--- src/rtl/jump_stall_ctrl.sv ---
// jump_stall_ctrl: ID-stage control-hazard sequencer.
// It handles JAL and JALR decoded in ID, and taken branches resolved in EX.
// For each accepted request it emits a one-cycle PC redirect with its target.
// It then holds IF/ID (pipe_valid=0) for a per-type number of cycles.
// After the hold it gives a one-cycle release.
//
// Handshake: redirect_valid is a one-cycle strobe. redirect_pc and IF_ID_flush
// are meaningful only while it is high, and the PC consumer must load
// redirect_pc on the same rising edge. There is no back-pressure on the strobe.
// pipe_hold freezes the STALL countdown and the RELEASE exit. It never blocks
// a redirect.
//
// Optional feature: define JUMP_STAT_EN to add the stall_cycles and
// redirect_count statistics outputs. Both counters saturate.
module jump_stall_ctrl #(
  parameter int DATAW      = 32,
  parameter int CNT_W      = 3,
  parameter int JAL_STALL  = 1,
  parameter int JALR_STALL = 2,
  parameter int BR_STALL   = 2
) (
  input  logic             clk,
  input  logic             rst_n,
  input  logic             IDU_JAL_instr,
  input  logic             IDU_JALR_instr,
  input  logic [DATAW-1:0] IDU_PC_add_imme,
  input  logic [DATAW-1:0] IDU_jalr_target,
  input  logic             EXU_branch_taken,
  input  logic [DATAW-1:0] EXU_branch_target,
  input  logic             pipe_hold,
  output logic             pipe_valid,
  output logic             redirect_valid,
  output logic [DATAW-1:0] redirect_pc,
  output logic             IF_ID_flush,
  output logic             busy
`ifdef JUMP_STAT_EN
  ,
  output logic [15:0]      stall_cycles,
  output logic [15:0]      redirect_count
`endif
);

  typedef enum logic [1:0] {
    IDLE    = 2'd0,
    STALL   = 2'd1,
    RELEASE = 2'd2
  } state_t;

  localparam logic [CNT_W-1:0] JAL_LOAD  = CNT_W'(JAL_STALL - 1);
  localparam logic [CNT_W-1:0] JALR_LOAD = CNT_W'(JALR_STALL - 1);
  localparam logic [CNT_W-1:0] BR_LOAD   = CNT_W'(BR_STALL - 1);

  state_t           state;
  logic [CNT_W-1:0] cnt;
  logic             accept_br;
  logic             accept_j;
  logic [CNT_W-1:0] load_val;

  // Request arbitration: a taken branch wins anywhere.
  // ID jumps count only in IDLE, because in STALL/RELEASE their flags are stale decode.
  always_comb begin
    accept_br      = EXU_branch_taken;
    accept_j       = (state == IDLE) && !EXU_branch_taken &&
                     (IDU_JAL_instr || IDU_JALR_instr);
    redirect_valid = accept_br || accept_j;
    IF_ID_flush    = accept_br;
    redirect_pc    = '0;
    load_val       = '0;
    if (accept_br) begin
      redirect_pc = EXU_branch_target;
      load_val    = BR_LOAD;
    end else if (accept_j) begin
      if (IDU_JALR_instr) begin
        redirect_pc = IDU_jalr_target;
        load_val    = JALR_LOAD;
      end else begin
        redirect_pc = IDU_PC_add_imme;
        load_val    = JAL_LOAD;
      end
    end
    pipe_valid = (state != STALL) && !redirect_valid;
  end

  assign busy = (state != IDLE);

  // Sequencer: a redirect (re)loads the counter; otherwise step through STALL/RELEASE.
  always_ff @(posedge clk or negedge rst_n) begin
    if (!rst_n) begin
      state <= IDLE;
      cnt   <= '0;
    end else if (redirect_valid) begin
      cnt   <= load_val;
      state <= (load_val != '0) ? STALL : RELEASE;
    end else begin
      case (state)
        STALL: begin
          if (!pipe_hold) begin
            if (cnt <= CNT_W'(1)) begin
              cnt   <= '0;
              state <= RELEASE;
            end else begin
              cnt <= cnt - CNT_W'(1);
            end
          end
        end
        RELEASE: begin
          if (!pipe_hold) state <= IDLE;
        end
        default: state <= IDLE;
      endcase
    end
  end

`ifdef JUMP_STAT_EN
  // Saturating statistics: pipe_valid-low cycles and redirect pulses.
  always_ff @(posedge clk or negedge rst_n) begin
    if (!rst_n) begin
      stall_cycles   <= '0;
      redirect_count <= '0;
    end else begin
      if (!pipe_valid && stall_cycles != 16'hFFFF)
        stall_cycles <= stall_cycles + 16'd1;
      if (redirect_valid && redirect_count != 16'hFFFF)
        redirect_count <= redirect_count + 16'd1;
    end
  end
`endif

endmodule
--- config.mk ---
export PLATFORM = sky130hd
export DESIGN_NAME = jump_stall_ctrl
export DESIGN_NICKNAME = d
export VERILOG_FILES = /design/src/rtl/jump_stall_ctrl.sv
export SDC_FILE = /design/constraint.sdc
export NUM_CORES = 1
export LEC_CHECK = 0
export BUFFER_PORTS_ARGS = -buffer_cell sky130_fd_sc_hd__buf_2
export CORE_MARGIN = 3
export CORE_UTILIZATION = 28
export DETAILED_ROUTE_END_ITERATION = 12
export GPL_ROUTABILITY_DRIVEN = 0
export PLACE_DENSITY = 0.71
export SYNTH_ARGS = -nofsm -noshare
export SYNTH_HDL_FRONTEND = slang
export SYNTH_SLANG_ARGS = --single-unit
--- constraint.sdc ---
create_clock -name clk -period 3.55 [get_ports clk]
set_clock_uncertainty 0.15 [all_clocks]
set_input_delay 0.1775 -clock clk [delete_from_list [all_inputs] [get_ports clk]]
set_output_delay 0.1775 -clock clk [all_outputs]
set_load 0.01 [all_outputs]
# ---- Word level (Yosys, flattened, before mapping)
# Index checks and enable logic that the tools add are counted.
dict set report word_totals {
  output_inout_bits 36
  inputBits 102
  word_cells 40
  reg_bits 5
}
dict set report classes {
  n_reduce_logical 13
  order_cmp 1
  eq_ne 7
  mux 16
  addsub 1
}
# operator count
set ops {}
lappend ops {{$mux 32} 3}
lappend ops {{$mux 3} 4}
lappend ops {{$mux 2} 5}
lappend ops {{$ne 3x3->1 const B} 3}
lappend ops {{$ne 2x1->1 const B} 2}
lappend ops {{$pmux 2 s2} 1}
lappend ops {{$reduce_bool 2->1} 2}
lappend ops {{$le 3x1->1 const B} 1}
lappend ops {{$logic_and 1x1->1} 3}
lappend ops {{$mux 1} 3}
lappend ops {{$reduce_and 3->1} 1}
lappend ops {{$reduce_bool 3->1} 1}
lappend ops {{$sub 3x1->3 const B} 1}
lappend ops {{$eq 2x1->1 const B} 1}
lappend ops {{$eq 2x2->1 const B} 1}
lappend ops {{$logic_not 1->1} 2}
lappend ops {{$logic_not 2->1} 1}
lappend ops {{$logic_or 1x1->1} 2}
lappend ops {{$reduce_and 2->1} 1}

# ---- Logic depth before layout (Yosys ltp)
dict set report depth {
  ltp_word 8
  depth_mapped 5
  ltp_nobuf 5
}

# ---- Worst setup path after synthesis
# Ideal clock, no wire load.
dict set report synth_path {
  kind {register to output}
  from {register state[0]}
  to {output redirect_pc[10]}
  path_stages_with_launch 6
  path_buffers 2
  required_ps 3222
  arrival_time_ps 1289
  setup_slack_ps 1934
  cell_sequence {dfrtp_1 -> buf_2 -> nor2_2 -> o21ai_2 -> buf_2 -> o31ai_1}
}
dict set report synth_between {
  elab_chain_len 5
}
# element line_no
set synth_lines {}
lappend synth_lines {{start, declared} 53} ;# state_t state;
lappend synth_lines {{start signal, assigned} 93} ;# state <= (load_val != '0) ? STALL : RELEASE;
lappend synth_lines {{$logic_not 2->1} 63} ;# accept_j = (state == IDLE) && !EXU_branch_taken &&
lappend synth_lines {{$logic_and 1x1->1 (2 in a row)} 63}
lappend synth_lines {{$mux 32} 72} ;# end else if (accept_j) begin
lappend synth_lines {{$mux 32} 69} ;# if (accept_br) begin
lappend synth_lines {{end, declared} 33} ;# output logic [DATAW-1:0] redirect_pc,
# Every way passes these cells.

# ---- Worst setup path after layout
dict set report layout_path {
  from {register state[0]}
  to {output redirect_pc[6]}
}
# Same word-level chain as after synthesis.

==> impl_metrics.tcl <==
set metrics [dict create \
    critical_path.max_fanout 25 \
    hold_buffers 1 \
    ant_nets 0 \
    cap_viol_max_count 0 \
    p_total_mw 0.414 \
    final_cell_mix "137 x buf_2, 34 x nand2_1, 33 x o31ai_1, 32 x mux2i_1, 5 x dfrtp_1" \
    synthCells 154 \
    status "finished clean" \
    grt_max_degree 75 \
    syn_area_um2 1120 \
    cp.required_ns 3.22 \
    nets 386 \
    die_h_um 69.4 \
    leakage_nw 1.07 \
    overflow 0 \
    htree_levels 1 \
    hpwl_um 3430 \
    crit_arrival_ns 1.79 \
    pin_count 138 \
    synth-compound-area-share_pct 31.3 \
    powerDensity_nw_per_um2 223 \
    synth_top_family_by_area "compound AO/OA/AOI/OAI gates" \
    critPathMaxStageDelay_ns 0.47 \
    grtUsageTotal_pct 17.2 \
    areaGrowthSynthToFinish_pct 65.4 \
    final_common_cell "buf_2" \
    drc_errors 0 \
    synth_nets 258 \
    final_core_util_pct 49.3 \
    multiInputGateArea_um2 905 \
    vdd_drop_max_mv 0.145 \
    endpoint_kind "primary output" \
    clk_path_buf_depth 2 \
    worstSetupPathType "reg2out" \
    synth_cell_types 28 \
    grt_pass1_vias 1476 \
    grt_pass1_wl_um 6980 \
    seq_area_um2 125 \
    synth_xor_xnor_area_share_pct 0 \
    first_pass_iters 4 \
    post-route-period-util_pct 59.5 \
    cts_buffers 3 \
    vias 1620 \
    postCtsSetupRepairBufs 0 \
    start_util_pct 29.8 \
    drt-total-wl_um 4340 \
    synthAdderAreaFrac_pct 2.22 \
    cts-root-buf "clkbuf_8" \
    synth.avg_cell_area_um2 7.30 \
    diodes 0 \
    synthMuxAreaShare_pct 28.5 \
    maxSlewViolCount 0 \
    core_um2 3770 \
    ctsResizeCount 0 \
    stdcell_area_um2 1860 \
    hold_path.class "in2reg" \
    rsz0062_at_grt "false" \
    fillers 394 \
    cts_tree "built" \
    port_buffers 137 \
    seq_area_frac_synth_pct 11.1 \
    die_width_um 69.4 \
    setup_viol 0 \
    insertion_delay_ns 0.22 \
    drt-initial-drc-count 68 \
    clk_pin_slew_worst_paths_ns 0.03 \
    place_area_um2 1810 \
    slew_headroom_pct 24.7 \
    num_rows 22 \
    setup_tns_ns 0 \
    crit_path_top_delay_cell "dfrtp_1" \
    dieArea_um2 4810 \
    ys_ff_latch 5 \
    start_kind "register" \
    clock-sinks 5 \
    whs_ns 0.155 \
    synth-simple-area-share_pct 18.5 \
    finalHoldViolations 0 \
    clock.fmax_ghz 0.473 \
    viasPerCell 4.92 \
    drive_above_1_share_pct 52.0 \
    wl_per_cell_um 13.2 \
    finalCriticalPeriod_ns 2.11 \
    cp_cell_sequence "nor2_2 -> o21ai_2 -> buf_4 -> o31ai_1 -> buf_2" \
    tightestPinTransition_ns 1.13 \
    antenna_found_initial 0 \
    synth-warning-count 0 \
]
critical path, delay by kind of cell (launching register included):
kind,cells,cell delay [ns]
buffers and inverters,2,0.46
AO/OA/AOI/OAI,2,0.43
AND/OR/NAND/NOR,1,0.19
flip-flops,1,0.47
per-stage QoR:
stage | setup WS, ns | cells
2_1_floorplan | 1.93 | 154
3_3_place_gp | 1.67 | 324
3_5_place_dp | 1.64 | 324
4_1_cts | 1.43 | 329
5_1_grt | 1.26 | 329
6_report | 1.44 | 329
flip-flops by register name, indices dropped and copies added, names as in the netlist:
signal and flops:
cnt 3, state 2
report_power, final:
part | internal (mW) | switching (mW)
Sequential | 0.0630 | 0.0106
Clock | 0.0770 | 0.0269
Combinational | 0.116 | 0.121
Total | 0.256 | 0.159
cell usage after synthesis:
library cell	n	area [um^2]
o32ai_1	2	17.5
o21ai_2	1	8.76
nand2_1	34	128
ha_1	2	25.0
or3b_2	1	8.76
nor2_1	1	3.75
clkbuf_1	7	26.3
nor3_1	1	5.00
buf_1	1	3.75
nand2b_1	3	18.8
o21ai_0	3	15.0
o21bai_1	2	15.0
nor3b_1	1	7.51
mux2i_1	32	320
nand3b_1	1	7.51
buf_4	2	15.0
inv_1	4	15.0
o211ai_1	1	7.51
o21ba_2	1	10.0
a21oi_1	3	15.0
nor2b_1	1	6.26
buf_2	7	35.0
and3b_1	1	8.76
dfrtp_1	5	125
nor2_2	1	6.26
o31ai_1	33	248
or4_1	1	7.51
a21o_1	2	15.0
kinds of logic (layout without fill, tap and decap cells):
logic type / count (synthesis) / count (layout)
flip-flops: 5 / 5
AO/OA/AOI/OAI: 48 / 48
multiplexers: 32 / 32
AND/OR/NAND/NOR: 46 / 46
adder cells (fa/ha/maj): 2 / 2
buffers and inverters: 21 / 148
routing by layer:
metal / vias to the layer above / part of all wire [%] / wire length (um) / GRT usage (%)
met2: 72 / 51 / 2220 / 30.7
met4: 0 / 0.83 / 36 / 5.64
met5: - / 0 / 0 / 0
met1: 719 / 40 / 1740 / 19.8
li1: 825 / - / - / -
met3: 4 / 8.0 / 349 / 4.06
final timing paths:
check / startpoint / endpoint / slack, ns / cells past startpoint
setup reg to reg: cnt[1] / state[1] / 2.01 / 5
hold reg to reg: cnt[0] / cnt[0] / 0.44 / 1
min in group asynchronous: rst_n / cnt[2] / 0.16 / 2
max in group asynchronous: rst_n / cnt[1] / 2.97 / 2
setup / recovery: state[0] / redirect_pc[6] / 1.44 / 5
hold / removal: pipe_hold / state[1] / 0.15 / 3
layout make-up:
type | instances | area share, %
flip-flops and latches | 5 | 6.72
multi-input cells | 128 | 48.6
well taps | 48 | 3.23
clock buffers | 4 | 2.42
inverters | 4 | 0.807
repair buffers | 140 | 38.2
Note: power is estimated with default switching activity, not from simulation.
